### src/rtl/ysyx_23060096_regfile_sb.sv
// ----------------------------------------------------------------------------
// ysyx_23060096_regfile_sb
//
// Integer register file for the pipelined NPC core. It has NRD combinational
// read ports and one write port, plus an integrated scoreboard that keeps one
// busy bit per register.
//
// Register lifecycle:
//   - Issue reserves a destination register by setting its busy bit.
//   - Writeback returns the data and clears the busy bit.
//   - Flush drops every reservation.
//
// Reset and x0:
//   - After reset, a clear sweep zeroes x1..x(NREGS-1) one register per cycle.
//   - x0 reads as zero by address decode; it is never stored or reserved.
//
// Optional feature (compile-time macro REGFILE_BYPASS_EN):
//   When defined, a read port whose address matches a writeback in the same
//   cycle returns wb_data_i and reports not-busy (write-to-read forwarding).
//   When undefined, reads return the pre-edge array contents.
//
// Parameters:
//   XLEN  data width of each register
//   AW    register address width, NREGS = 2**AW
//   NRD   number of read ports
//
// Ports:
//   clk_i        clock, all state updates on posedge
//   rstn_i       asynchronous active-low reset
//   ready_o      clear sweep finished, traffic accepted
//   rd_addr_i    read addresses, port i at [i*AW +: AW]
//   rd_data_o    read data, port i at [i*XLEN +: XLEN]
//   rd_busy_o    per-port: addressed register has a pending write
//   iss_valid_i  issue request reserving iss_rd_i
//   iss_rd_i     destination register to reserve
//   iss_ok_o     issue accepted this cycle (combinational)
//   wb_valid_i   writeback strobe
//   wb_addr_i    writeback register
//   wb_data_i    writeback data
//   flush_i      drop all reservations
// ----------------------------------------------------------------------------
module ysyx_23060096_regfile_sb #(
    parameter int unsigned XLEN = 32,
    parameter int unsigned AW   = 5,
    parameter int unsigned NRD  = 2
) (
    input  logic                  clk_i,
    input  logic                  rstn_i,
    output logic                  ready_o,
    input  logic [NRD*AW-1:0]     rd_addr_i,
    output logic [NRD*XLEN-1:0]   rd_data_o,
    output logic [NRD-1:0]        rd_busy_o,
    input  logic                  iss_valid_i,
    input  logic [AW-1:0]         iss_rd_i,
    output logic                  iss_ok_o,
    input  logic                  wb_valid_i,
    input  logic [AW-1:0]         wb_addr_i,
    input  logic [XLEN-1:0]       wb_data_i,
    input  logic                  flush_i
);

    localparam int unsigned NREGS = 2 ** AW;

    typedef enum logic {
        ST_CLEAR = 1'b0,
        ST_RUN   = 1'b1
    } state_e;

    state_e            state_q, state_d;
    logic [AW-1:0]     idx_q, idx_d;
    logic [NREGS-1:0]  busy_q, busy_d;
    logic [XLEN-1:0]   rf_q [NREGS];

    logic run;
    logic wb_en;

    assign run     = (state_q == ST_RUN);
    assign ready_o = run;

    // x0 writes are dropped here, so every consumer of wb_en can assume a
    // non-zero destination.
    assign wb_en = run && wb_valid_i && (wb_addr_i != '0);

    // A busy destination may still be reserved when its writeback lands in
    // the same cycle. In that case the old reservation retires while the new
    // one is taken.
    assign iss_ok_o = run && iss_valid_i && !flush_i &&
                      ((iss_rd_i == '0) || !busy_q[iss_rd_i] ||
                       (wb_valid_i && (wb_addr_i == iss_rd_i)));

    // ------------------------------------------------------------------
    // Control FSM and scoreboard
    // ------------------------------------------------------------------
    always_comb begin
        state_d = state_q;
        idx_d   = idx_q;
        busy_d  = busy_q;
        case (state_q)
            ST_CLEAR: begin
                idx_d = idx_q + 1'b1;
                if (idx_q == {AW{1'b1}}) begin
                    state_d = ST_RUN;
                end
            end
            ST_RUN: begin
                // Order matters:
                //   1. Writeback clears its bit.
                //   2. Issue sets its bit; a same-register issue wins over
                //      the writeback.
                //   3. Flush wipes everything.
                if (wb_en) begin
                    busy_d[wb_addr_i] = 1'b0;
                end
                if (iss_ok_o && (iss_rd_i != '0)) begin
                    busy_d[iss_rd_i] = 1'b1;
                end
                if (flush_i) begin
                    busy_d = '0;
                end
            end
            default: begin
                state_d = ST_CLEAR;
            end
        endcase
    end

    always_ff @(posedge clk_i or negedge rstn_i) begin
        if (!rstn_i) begin
            state_q <= ST_CLEAR;
            idx_q   <= {{(AW-1){1'b0}}, 1'b1};
            busy_q  <= '0;
        end else begin
            state_q <= state_d;
            idx_q   <= idx_d;
            busy_q  <= busy_d;
        end
    end

    // ------------------------------------------------------------------
    // Storage
    // ------------------------------------------------------------------
    // The storage is not reset. The sweep provides the zero state instead,
    // so the array stays a plain memory. rf_q[0] is never written.
    always_ff @(posedge clk_i) begin
        if (state_q == ST_CLEAR) begin
            rf_q[idx_q] <= '0;
        end else if (wb_en) begin
            rf_q[wb_addr_i] <= wb_data_i;
        end
    end

    // ------------------------------------------------------------------
    // Read ports
    // ------------------------------------------------------------------
    for (genvar gi = 0; gi < NRD; gi++) begin : g_rd
        logic [AW-1:0] addr;
        logic          hit;

        assign addr = rd_addr_i[gi*AW +: AW];

`ifdef REGFILE_BYPASS_EN
        // wb_en already excludes x0, so a hit implies a non-zero address.
        assign hit = wb_en && (wb_addr_i == addr);
`else
        assign hit = 1'b0;
`endif

        assign rd_data_o[gi*XLEN +: XLEN] = (!run || (addr == '0)) ? '0 :
                                            hit ? wb_data_i : rf_q[addr];
        assign rd_busy_o[gi] = run && (addr != '0) && !hit && busy_q[addr];
    end

endmodule

### config.mk
export PLATFORM = sky130hd
export DESIGN_NAME = ysyx_23060096_regfile_sb
export DESIGN_NICKNAME = d
export VERILOG_FILES = /design/src/rtl/ysyx_23060096_regfile_sb.sv
export SDC_FILE = /design/constraint.sdc
export NUM_CORES = 1
export LEC_CHECK = 0
export CORE_UTILIZATION = 45
export CTS_BUF_LIST = sky130_fd_sc_hd__clkbuf_2 sky130_fd_sc_hd__clkbuf_4 sky130_fd_sc_hd__clkbuf_8
export DETAILED_ROUTE_END_ITERATION = 8
export DONT_BUFFER_PORTS = 1
export SLEW_MARGIN = 20
export SYNTH_ARGS = -nofsm -noshare
export SYNTH_HDL_FRONTEND = slang
export SYNTH_SLANG_ARGS = --single-unit
### constraint.sdc
create_clock -name clk_i -period 4 [get_ports clk_i]
set_input_delay 0.6 -clock clk_i [delete_from_list [all_inputs] [get_ports clk_i]]
set_output_delay 0.6 -clock clk_i [all_outputs]
set_load 0.01 [all_outputs]
==> results by group <==
Placed design
  – Dpl cell area: between 0.05 and 0.06 sq mm
  – RePlAce Congestion: 0.8708
  – DP HPWL: 88.69 mm
  – Port bufs: 0

Run
  – Max-cap violations: 0

Global routing
  – Largest net degree at the start of global routing: 398
  – Grt ovf: 0
  – Global Route met1 Usage: 0.3950
  – Layer with the highest usage: met2
  – First-pass GRT wire length: around 230 mm
  – Initial antenna violation count: 7
  – Met3 usage: 0.06064
  – Met2 usage: 0.4574
  – Number of global-route vias before repair: approximately 32000
  – Tot GR Track Use: 0.2887

Critical path
  – Worst R2R Start: ready_o$_DFF_PN0_
  – WP data required: between 3 and 4 ns
  – Crit-path cells: or3_4, buf_4, o221ai_1, a221oi_1, buf_4, nor3_1, buf_4
  – Crit Path Class: in2out
  – Critical path fanouts, max: 211
  – CP most frequent cell: buf_4
  – Crit. Startpoint: rd_addr_i[6]
  – Max incr delay on CP: between 0.8 and 0.9 ns
  – Slowest CP cell: or3_4
  – WP buf/inv: 3
  – Worst EP arrival: 3.33 ns
  – Crit start category: input port
  – Critical path's top delay family: simple AND/OR/NAND/NOR gates
  – Critical Path End Type: output pin

Floorplanning
  – Die width: between 300 and 400 um
  – I/O Pins: approximately 130
  – Die ar.: 0.1141 sq mm
  – # rows: 122
  – CORE AREA: 0.1113 sq mm
  – Initial Util: 0.4560
  – Die height: ~340 um

Drt
  – Routed Antenna Nets: 0
  – Vias per cell: 6.840
  – Drt pass-1 iters: 6
  – Via count: 31970
  – DRC Markers: 0
  – Detailed Route Iter0 Violations: approximately 4200
  – Final WL: 165.5 mm
  – Wire per inst: 35.40 um

CTS
  – TritonCTS buffer count: 173
  – CTS tree: done
  – H-tree depth: 4
  – Skew-Pair Late Insertion Delay: 0.87 ns
  – Clk slew on worst S/H paths: ~0.07 ns
  – Sink Count: approximately 1100
  – Post-CTS Setup Repair Bufs: 0
  – Root Buffer Master: clkbuf_8
  – Max Buffers Root-to-Sink: 3

Synth
  – Yosys top cell by area: edfxtp_1
  – Library cells used by synthesis: 55
  – Most numerous cell in the Yosys netlist: edfxtp_1
  – Top post-synthesis cells by count: edfxtp_1, mux2i_1, mux4_2
  – Flops & latches, synth: approximately 1100
  – Net Count, Synth: 2976
  – Post-synth EDFFs: approximately 1000
  – Cells after synthesis: 2917
  – Area share of the largest cell type after synthesis: 0.6060
  – Post-synth ARST share: 0.03578
  – YS warnings: 0
  – Sequential cell area fraction in the yosys report: 0.6247
  – Syn Area/Cell: 17.40 sq um
  – Top FF cell, synth: edfxtp_1
  – Post-synthesis cell area: 0.05074 sq mm
  – Synth top area cells: edfxtp_1, mux4_2, mux2i_1

Cells and area
  – Synthesis-to-layout area growth: 12.86%
  – Fillers: 8899
  – Final-stage net count: a little over 3000
  – Post-route cell area: approximately 0.057 sq mm
  – Layout cell share with drive strength beyond 1: 0.2882

Timing
  – Least-Margin Pin Slew: 1.161 ns
  – Worst Hold Slack: around 0.055 ns
  – Final Slew Violations: 0
  – Final hold violation count: 0
  – Worst relative slew slack: 0.2258
  – # setup viols final: 0
  – Final Skew: 0.06099 ns
  – RSZ-0062 raised after global routing: no
  – Setup TNS: 0 ns
  – Max Freq: ~0.25 GHz
  – Part of the cycle the worst path needs: 0.9832
  – Crit path time final: 3.933 ns

Power and ir drop
  – PD cells: 410.1 mW/mm^2
  – Peak VDD IR: between 0.0004 and 0.0005 V
  – Leak Pwr: about 20 nW

Min path
  – Worst hold path type: in2reg
  – Hold Crit Start: iss_rd_i[0]

Run status
  – Outcome: complete, no violations
[through the flow]
stage / setup WS [ns] / utilization / cells / power [mW]
2_1_floorplan: 0.3779 / - / 2917 / 13.75
3_3_place_gp: 0.2745 / 0.4808 / 4337 / 14.05
3_5_place_dp: 0.2827 / 0.4809 / 4337 / 14.07
4_1_cts: 0.1612 / 0.5131 / 4664 / 23.45
5_1_grt: 0.07564 / 0.5146 / 4671 / 24.11
6_report: 0.06712 / 0.5147 / 4674 / 23.49
[logic make-up after synthesis]
logic type / synth area share
AO/OA/AOI/OAI: 0.07671
XOR/XNOR: 0.001381
adder cells (fa/ha/maj): 0.0004931
buffers and inverters: 0.02584
flip-flops: 0.6247
multiplexers: 0.2436
AND/OR/NAND/NOR: 0.02722
[report_power, final]
part	leakage [nW]	switching [mW]	internal, mW	total, mW
clock	1.80	4.40	5.08	9.48
sequential	11.2	0.00733	12.2	12.2
combinational	7.29	1.01	0.759	1.77
total	20.2	5.41	18.1	23.5
[final timing paths]
| path | endpoint | slack (ns) | cells past startpoint |
|---|---|---|---|
| max in group asynchronous | idx_q[0]$_DFFE_PN1N_ | 3.53 | 2 |
| min in group asynchronous | busy_q[22]$_DFFE_PN0P_ | 0.20 | 2 |
| worst min-delay path | busy_q[16]$_DFFE_PN0P_ | 0.05 | 3 |
| worst max register to register | rf_q[28][1]$_DFFE_PP_ | 0.90 | 7 |
| worst min register to register | idx_q[0]$_DFFE_PN1N_ | 0.50 | 1 |
| worst max-delay path | rd_data_o[47] | 0.07 | 7 |
[worst min-delay path, stage by stage]
cell	delay (ns)
nor3_1	0.11
nand2_1	0.09
o21ai_0	0.07
[registers in the layout, indices dropped and copies added (netlist names)]
signal,cells
busy_q,32
ready_o,1
rf_q,1024
idx_q,5
[final cells by class]
type                    instances  area (sq um)  area share
flip-flops and latches       1062         31700      0.5536
multi-input cells            1590         18070      0.3156
clock buffers                 236          2910     0.05082
repair buffers                208          2175     0.03797
well taps                    1488          1862     0.03251
clock inverters                75         493.0    0.008608
inverters                      11         42.54   0.0007428
diodes                          4         10.01   0.0001748
[what timing repair did]
action | in CTS | in global routing
endpoints found under the hold margin | 63 | 0
setup endpoints to repair | 26 | 12
gates cloned | 0 | 3
pin swaps | 0 | 0
resized for setup | 4 | 0
hold buffers | 16 | 0
[per-layer routing]
| metal | vias up | wire, um |
|---|---|---|
| met5 | - | 33 |
| met4 | 6 | 5673 |
| met3 | 316 | 16160 |
| met2 | 1945 | 78220 |
| met1 | 16918 | 65380 |
| li1 | 12785 | - |
[cell usage in the layout (no fill, tap or decap), drive strengths merged, types with 5 or more instances in the layout]
cell type / instances
edfxtp: 1024
mux2i: 389
mux4: 352
clkbuf: 239
buf: 190
o221ai: 162
o22ai: 95
a21oi: 89
clkinv: 66
nor2: 51
mux2: 48
o21ai: 43
dfrtp: 37
or3: 37
o31ai: 37
a221oi: 33
and2: 33
nand2: 29
nor3: 27
o211ai: 27
a211oi: 25
dlygate4sd3: 15
a211o: 12
nand2b: 11
inv: 10
nand3b: 8
nor4b: 7
a31oi: 7
nand3: 6
bufinv: 6
nor4: 5
a22oi: 5
nor3b: 5
Power figures use the tool's default switching activity.
